==> src/rtl/conv_window_sequencer.sv <==
`default_nettype none
// ============================================================================
// Module      : conv_window_sequencer
// Description : Tap/window sequencer for one strided KxK convolution layer,
//               with pipeline-aligned accumulator clear and sample strobes.
// Revision    : 1.0 - initial release
// ============================================================================
module conv_window_sequencer #(
    parameter int W_IN       = 258,
    parameter int WOUT       = 128,
    parameter int STRIDE     = 2,
    parameter int CHIN       = 3,
    parameter int KERNEL_DIM = 3,
    parameter int ADDR_W     = 18,
    parameter int WADDR_W    = 5,
    parameter int PIPE_LAT   = 3
) (
    input  logic               clk,
    input  logic               rst,
    input  logic               start_i,
    input  logic               stall_i,
    output logic [ADDR_W-1:0]  img_addr_o,
    output logic [WADDR_W-1:0] weight_addr_o,
    output logic               mac_en_o,
    output logic               clr_pulse_o,
    output logic               sample_o,
    output logic [7:0]         out_row_o,
    output logic [7:0]         out_col_o,
    output logic               busy_o,
    output logic               done_o
);

    localparam int TAPS = KERNEL_DIM * KERNEL_DIM * CHIN;
    localparam int KW   = (KERNEL_DIM > 1) ? $clog2(KERNEL_DIM) : 1;
    localparam int CW   = (CHIN > 1) ? $clog2(CHIN) : 1;
    localparam int DW   = $clog2(PIPE_LAT + 1);

    localparam logic [1:0] S_IDLE  = 2'd0;
    localparam logic [1:0] S_RUN   = 2'd1;
    localparam logic [1:0] S_DRAIN = 2'd2;
    localparam logic [1:0] S_DONE  = 2'd3;

    logic [1:0]          state_q, state_d;
    logic [WADDR_W-1:0]  tap_q, tap_d;
    logic [KW-1:0]       kx_q, kx_d;
    logic [KW-1:0]       ky_q, ky_d;
    logic [CW-1:0]       ch_q, ch_d;
    logic [7:0]          row_q, row_d;
    logic [7:0]          col_q, col_d;
    logic [DW-1:0]       drain_q, drain_d;
    logic [PIPE_LAT-1:0] clr_pipe_q, clr_pipe_d;
    logic [7:0]          row_pipe_q [PIPE_LAT];
    logic [7:0]          row_pipe_d [PIPE_LAT];
    logic [7:0]          col_pipe_q [PIPE_LAT];
    logic [7:0]          col_pipe_d [PIPE_LAT];
    logic                sample_q, sample_d;
    logic [7:0]          out_row_q, out_row_d;
    logic [7:0]          out_col_q, out_col_d;

    logic issue;
    logic last_tap;
    logic last_win;
    logic clear_cnt;

    // Backpressure is only taken before the first tap so a window is never split.
    always_comb begin
        issue    = (state_q == S_RUN) && !(stall_i && (tap_q == '0));
        last_tap = issue && (tap_q == WADDR_W'(TAPS - 1));
        last_win = (row_q == 8'(WOUT - 1)) && (col_q == 8'(WOUT - 1));
    end

    always_comb begin
        state_d   = state_q;
        tap_d     = tap_q;
        kx_d      = kx_q;
        ky_d      = ky_q;
        ch_d      = ch_q;
        row_d     = row_q;
        col_d     = col_q;
        drain_d   = drain_q;
        clear_cnt = 1'b0;
        case (state_q)
            S_IDLE, S_DONE: begin
                if (start_i) begin
                    state_d   = S_RUN;
                    clear_cnt = 1'b1;
                end
            end
            S_RUN: begin
                if (issue) begin
                    if (last_tap) begin
                        if (last_win) begin
                            state_d = S_DRAIN;
                            drain_d = '0;
                        end else begin
                            tap_d = '0;
                            kx_d  = '0;
                            ky_d  = '0;
                            ch_d  = '0;
                            if (col_q == 8'(WOUT - 1)) begin
                                col_d = '0;
                                row_d = row_q + 8'd1;
                            end else begin
                                col_d = col_q + 8'd1;
                            end
                        end
                    end else begin
                        tap_d = tap_q + WADDR_W'(1);
                        if (kx_q == KW'(KERNEL_DIM - 1)) begin
                            kx_d = '0;
                            if (ky_q == KW'(KERNEL_DIM - 1)) begin
                                ky_d = '0;
                                ch_d = ch_q + CW'(1);
                            end else begin
                                ky_d = ky_q + KW'(1);
                            end
                        end else begin
                            kx_d = kx_q + KW'(1);
                        end
                    end
                end
            end
            S_DRAIN: begin
                if (drain_q == DW'(PIPE_LAT)) begin
                    state_d = S_DONE;
                end else begin
                    drain_d = drain_q + DW'(1);
                end
            end
            default: state_d = S_IDLE;
        endcase
        if (clear_cnt) begin
            tap_d   = '0;
            kx_d    = '0;
            ky_d    = '0;
            ch_d    = '0;
            row_d   = '0;
            col_d   = '0;
            drain_d = '0;
        end
    end

    // Strobe and window-coordinate delay lines run freely, independent of stall.
    always_comb begin
        clr_pipe_d[0] = last_tap;
        row_pipe_d[0] = row_q;
        col_pipe_d[0] = col_q;
        for (int i = 1; i < PIPE_LAT; i++) begin
            clr_pipe_d[i] = clr_pipe_q[i-1];
            row_pipe_d[i] = row_pipe_q[i-1];
            col_pipe_d[i] = col_pipe_q[i-1];
        end
        sample_d  = clr_pipe_q[PIPE_LAT-1];
        out_row_d = row_pipe_q[PIPE_LAT-1];
        out_col_d = col_pipe_q[PIPE_LAT-1];
    end

    always_ff @(posedge clk or negedge rst) begin
        if (!rst) begin
            state_q    <= S_IDLE;
            tap_q      <= '0;
            kx_q       <= '0;
            ky_q       <= '0;
            ch_q       <= '0;
            row_q      <= '0;
            col_q      <= '0;
            drain_q    <= '0;
            clr_pipe_q <= '0;
            for (int i = 0; i < PIPE_LAT; i++) begin
                row_pipe_q[i] <= '0;
                col_pipe_q[i] <= '0;
            end
            sample_q   <= 1'b0;
            out_row_q  <= '0;
            out_col_q  <= '0;
        end else begin
            state_q    <= state_d;
            tap_q      <= tap_d;
            kx_q       <= kx_d;
            ky_q       <= ky_d;
            ch_q       <= ch_d;
            row_q      <= row_d;
            col_q      <= col_d;
            drain_q    <= drain_d;
            clr_pipe_q <= clr_pipe_d;
            for (int i = 0; i < PIPE_LAT; i++) begin
                row_pipe_q[i] <= row_pipe_d[i];
                col_pipe_q[i] <= col_pipe_d[i];
            end
            sample_q   <= sample_d;
            out_row_q  <= out_row_d;
            out_col_q  <= out_col_d;
        end
    end

    assign img_addr_o    = ADDR_W'(row_q) * ADDR_W'(STRIDE * W_IN)
                         + ADDR_W'(col_q) * ADDR_W'(STRIDE)
                         + ADDR_W'(ch_q)  * ADDR_W'(W_IN * W_IN)
                         + ADDR_W'(ky_q)  * ADDR_W'(W_IN)
                         + ADDR_W'(kx_q);
    assign weight_addr_o = tap_q;
    assign mac_en_o      = issue;
    assign clr_pulse_o   = clr_pipe_q[PIPE_LAT-1];
    assign sample_o      = sample_q;
    assign out_row_o     = out_row_q;
    assign out_col_o     = out_col_q;
    assign busy_o        = (state_q == S_RUN) || (state_q == S_DRAIN);
    assign done_o        = (state_q == S_DONE);

endmodule
`default_nettype wire

==> config.mk <==
export PLATFORM = sky130hd
export DESIGN_NAME = conv_window_sequencer
export DESIGN_NICKNAME = d
export VERILOG_FILES = /design/src/rtl/conv_window_sequencer.sv
export SDC_FILE = /design/constraint.sdc
export NUM_CORES = 1
export LEC_CHECK = 0
export ABC_CLOCK_PERIOD_IN_PS = 6740
export BUFFER_PORTS_ARGS = -buffer_cell sky130_fd_sc_hd__clkbuf_2
export CORE_MARGIN = 2
export CORE_UTILIZATION = 35
export CTS_CLUSTER_DIAMETER = 60
export DETAILED_ROUTE_END_ITERATION = 8
export PLACE_DENSITY = 0.56
export SLEW_MARGIN = 10
export SYNTH_ARGS = -nofsm -noshare
export SYNTH_HDL_FRONTEND = slang
export SYNTH_SLANG_ARGS = --single-unit
export TNS_END_PERCENT = 50
==> constraint.sdc <==
create_clock -name clk -period 6.74 [get_ports clk]
set_input_delay 1.348 -clock clk [delete_from_list [all_inputs] [get_ports clk]]
set_output_delay 1.348 -clock clk [all_outputs]
set_load 0.02 [all_outputs]
Word-level counts from Yosys, hierarchy flattened --
Index checks and enable logic that the tools add are counted.
Cells by class: reduce and logical (&&, ||, !) cells 23, add/sub/neg operators 11, $mul 3, eq/ne operators 20, muxes and demuxes 49
Operators with widths (count):
- two-way mux 8 bit | 12
- two-way mux 2 bit | 28
- two-way mux 5 bit | 5
- AND reduction 5 bit | 4
- adder 18 x 11 -> 18 bit | 1
- adder 18 bit | 1
- adder 18 x 2 -> 18 bit | 1
- adder 18 x 9 -> 18 bit | 1
- adder 8 x 1 -> 8 bit, second input constant | 2
- == test 8 x 7 -> 1 bit, second input constant | 2
- multiplier 2 x 15 -> 16 bit, second input constant | 1
- multiplier 8 x 8 -> 16 bit, second input constant | 1
- != test 3 bit, second input constant | 4
- == test 2 bit, second input constant | 5
- multiplier 2 x 8 -> 10 bit, second input constant | 1
- != test 2 bit, second input constant | 5
- nonzero test 3 bit | 3
- adder 2 x 1 -> 2 bit, second input constant | 4
- AND reduction 4 bit | 2
- nonzero test 2 bit | 4
- one-hot mux 2 bit (3 select lines) | 1
- adder 5 x 1 -> 5 bit, second input constant | 1
- == test 5 bit, second input constant | 1
- logical NOT 5 bit | 1
- other kinds (11) | 15
Storage, ports and cells: output and inout port bits 44, register bits 99, word-level logic and storage cells 124

Longest topological paths before layout --
depth in word-level cells 9, mapped depth 12

Least setup slack after synthesis --
OpenSTA, ideal clock, no wires.
path type register -> output, start register ch_q[0], end output port img_addr_o[13], arrival 3.219 ns, path slack 2.173 ns, cell stages (with the launch flop) 12, path buffers 0, path through dfrtp_1 > inv_1 > fa_1 > inv_1 > fa_1 > ha_1 > fa_1 > a21oi_1 > o2111ai_1 > nand3_1 > mux2i_1 > a221oi_1
On the way: word-level cells in the longest chain between the ends 4
RTL lines:
- start, declared | line 47 | logic [CW-1:0] ch_q, ch_d;
- start signal, assigned | line 181 | ch_q <= ch_d;
- multiplier 2 x 15 -> 16 bit | line 198 | + ADDR_W'(ch_q) * ADDR_W'(W_IN * W_IN)
- adder 18 bit | line 198
- adder 18 x 11 -> 18 bit | line 199 | + ADDR_W'(ky_q) * ADDR_W'(W_IN)
- adder 18 x 2 -> 18 bit | line 200 | + ADDR_W'(kx_q);
- end, declared | line 22 | output logic [ADDR_W-1:0] img_addr_o,
No other way between the ends.

Worst setup path after layout --
start register row_q[0], end output port img_addr_o[17]
On the way: word-level cells in the longest chain between the ends 5
RTL lines:
- start, declared | line 48 | logic [7:0] row_q, row_d;
- start signal, assigned | line 182 | row_q <= row_d;
- multiplier 8 x 8 -> 16 bit | line 196 | assign img_addr_o = ADDR_W'(row_q) * ADDR_W'(STRIDE * W_IN)
- adder 18 x 9 -> 18 bit | line 197 | + ADDR_W'(col_q) * ADDR_W'(STRIDE)
- adder 18 bit | line 198
- adder 18 x 11 -> 18 bit | line 199
- adder 18 x 2 -> 18 bit | line 200
No other way between the ends.

==> flow_summary.ini <==
[worst_setup_path]
crit_top_cell = fa_1
critical_path.slowest_cell = fa_1
critical_path_buf_inv_count = 3
crit_chain = inv_1, fa_1, inv_1, fa_1, ha_1, fa_1, a21oi_1, o2111ai_1, nor3_1, nand4bb_1, xnor2_1, clkbuf_2
startpoint_type = register
max_stage_delay_ns = 0.53
cp_top_family = adder cells
arrival_ns = 3.84
end_kind = primary output
cp.required_ns = 5.39
worstSetupPathType = register to primary output
cp_max_fo = 8

[logic_synthesis]
synth_cells = 406
ys_warn_count = 0
synth_edf_count = 0
synth_fp_nets = 459
synth_seq_area_share = 0.524
netlist_top_cells_count = dfrtp_1, ha_1, inv_1
synth_cell_types = 59
yosys.cell_count.top_type = dfrtp_1
synth_area_per_cell_um2 = 11.6
synth-main-ff-cell = dfrtp_1
async_flop_share = 1.00
netlist_area_um2 = 4730
synth_top_area_frac = 0.524
ys_top_cells_by_area = dfrtp_1, ha_1, xnor2_1
synth-seq-cells = 99
synth.largest_area_cell = dfrtp_1

[clock_network]
cts_setup_buffers = 0
insertion_delay_ns = 0.33
htreeDepth = 3
clk_pin_slew_ns = 0.07
cts-hold-fix-buffers = 0
clock-sinks = 99
numCtsBuffers = 9
cts_buffer_depth = 2
root_buffer = clkbuf_16
post_cts_resized = 0
tritoncts = built

[pwr]
power_leakage_nw = 2.80
finalPower_mw = 1.48
power.density_nw_per_um2 = 272
ir_drop_v = 0.000119

[place]
port_buffers = 47
dpl.hpwl_mm = 6.28
place_area_um2 = 5140
routabilityCongestion = 0.771

[floorplanning]
ios = 48
die_area_um2 = 14400
die_h_um = 120
core_um2 = 13200
fp.dieW_um = 120
start_util = 0.358
rows = 42

[timing]
hold_viol = 0
maxSlewHeadroom = 0.422
tns_ns = 0
setup_viol = 0
clock_skew_ns = 0.00431
maxSlewViolCount = 0
fmax_ghz = 0.193
post-route-min-period_ns = 5.19
rsz0062_at_grt = no
worst_hold_slack_ns = 0.345
finalCritPeriodShare = 0.770
worstMarginPinSlew_ns = 0.867

[drt]
routedWlPerCell_um = 13.1
drt_pre_antenna_iters = 4
antenna_left = 0
vias = 3112
dr.first_iter.drc_count = 174
vias_per_cell = 4.89
drc = 0
totalWireLength_mm = 8.36

[flow_run]
max_cap_violations = 0

[finish]
post-route-cell-area_um2 = 5440
nets = 508
antenna_cells = 0
fillers = 1283
ff_latch_area_um2 = 2480
drive_above_1_share = 0.174
multi_input_area_um2 = 2090
area_growth_pct = 15.1
final_util = 0.412

[global_route]
antenna_found_initial = 0
grt_use_total = 0.125
grt_max_degree = 72
first_global_vias = 2985
grt_pass1_wl_mm = 14.4
grt_remaining_overflow = 0

[run_status]
status = complete, no violations

[min_path]
min_path_type = register to register
cell families (layout without fill, tap and decap cells):
group | Yosys count | in the layout | share of synthesized area
buffers and inverters | 38 | 92 | 0.0336
XOR/XNOR | 28 | 28 | 0.0519
multiplexers | 5 | 5 | 0.0106
adder cells (fa/ha/maj) | 49 | 49 | 0.139
AO/OA/AOI/OAI | 69 | 69 | 0.0958
AND/OR/NAND/NOR | 118 | 118 | 0.145
flip-flops | 99 | 99 | 0.524
routing by layer:
| layer | up-vias | share of wire | global-route usage |
|---|---|---|---|
| met5 | - | 0 | 0 |
| met2 | 72 | 0.47 | 0.197 |
| met1 | 1498 | 0.48 | 0.170 |
| li1 | 1534 | - | - |
| met3 | 8 | 0.035 | 0.0259 |
| met4 | 0 | 0.014 | 0.0456 |
worst paths after layout:
path	startpoint	endpoint	slack, ns	cells after the start
max	row_q[0]	img_addr_o[17]	1.55	12
max reg2reg	col_q[0]	col_q[4]	4.64	5
min reg2reg	row_pipe_d[10]	row_pipe_d[2]	0.35	0
max in group asynchronous	rst	row_q[1]	4.65	2
min in group asynchronous	rst	out_row_o[7]	0.91	1
min	row_pipe_d[10]	row_pipe_d[2]	0.35	0
final cells by class:
class | instances | share of cell area
clock buffer | 10 | 0.0439
inverter | 27 | 0.0189
timing repair buffer | 49 | 0.0465
clock inverter | 6 | 0.0106
tap | 176 | 0.0405
sequential | 99 | 0.455
multi-input combinational | 269 | 0.384
cells in the final DEF, fill, tap and decap left out, drive strengths merged, types with 4 or more instances in the layout:
| master | instances |
|---|---|
| and2 | 4 |
| mux2i | 5 |
| dfrtp | 99 |
| nand3 | 22 |
| nor3 | 10 |
| or3 | 5 |
| and4 | 4 |
| nand2 | 24 |
| clkbuf | 56 |
| nand4 | 7 |
| nor4 | 4 |
| xnor2 | 19 |
| ha | 43 |
| fa | 6 |
| o21ai | 17 |
| a21oi | 23 |
| nor2 | 25 |
| xor2 | 9 |
| a21o | 6 |
| inv | 28 |
sequential cells by signal (all words and copies together), names as in the netlist, 3 cells and up:
signal and count:
clr_pipe_q 3, col_pipe_d 16, row_q 8, out_row_d 8
out_row_o 8, out_col_o 8, row_pipe_d 16, weight_addr_o 5
col_q 8, out_col_d 8
metrics by stage:
stage | worst slack, ns | instances
global route | 1.25 | 636
CTS | 1.49 | 636
floorplan | 2.17 | 406
detailed placement | 1.85 | 620
global placement | 1.93 | 620
finish | 1.55 | 636
power by group:
part | internal [mW] | total, mW | leakage (nW) | switching, mW
Sequential | 0.621 | 0.653 | 1.37 | 0.0323
Clock | 0.266 | 0.486 | 0.138 | 0.219
Combinational | 0.114 | 0.341 | 1.29 | 0.228
Total | 1.00 | 1.48 | 2.80 | 0.479
worst register-to-register path: cells and delay by family (launching register included):
kind | cells | cell delay, ns
and+or+nand+nor | 3 | 0.71
DFF | 1 | 0.46
AOI/OAI and AO/OA | 1 | 0.55
adders and majority gates | 1 | 0.25
(Power assumes the default switching activity.)
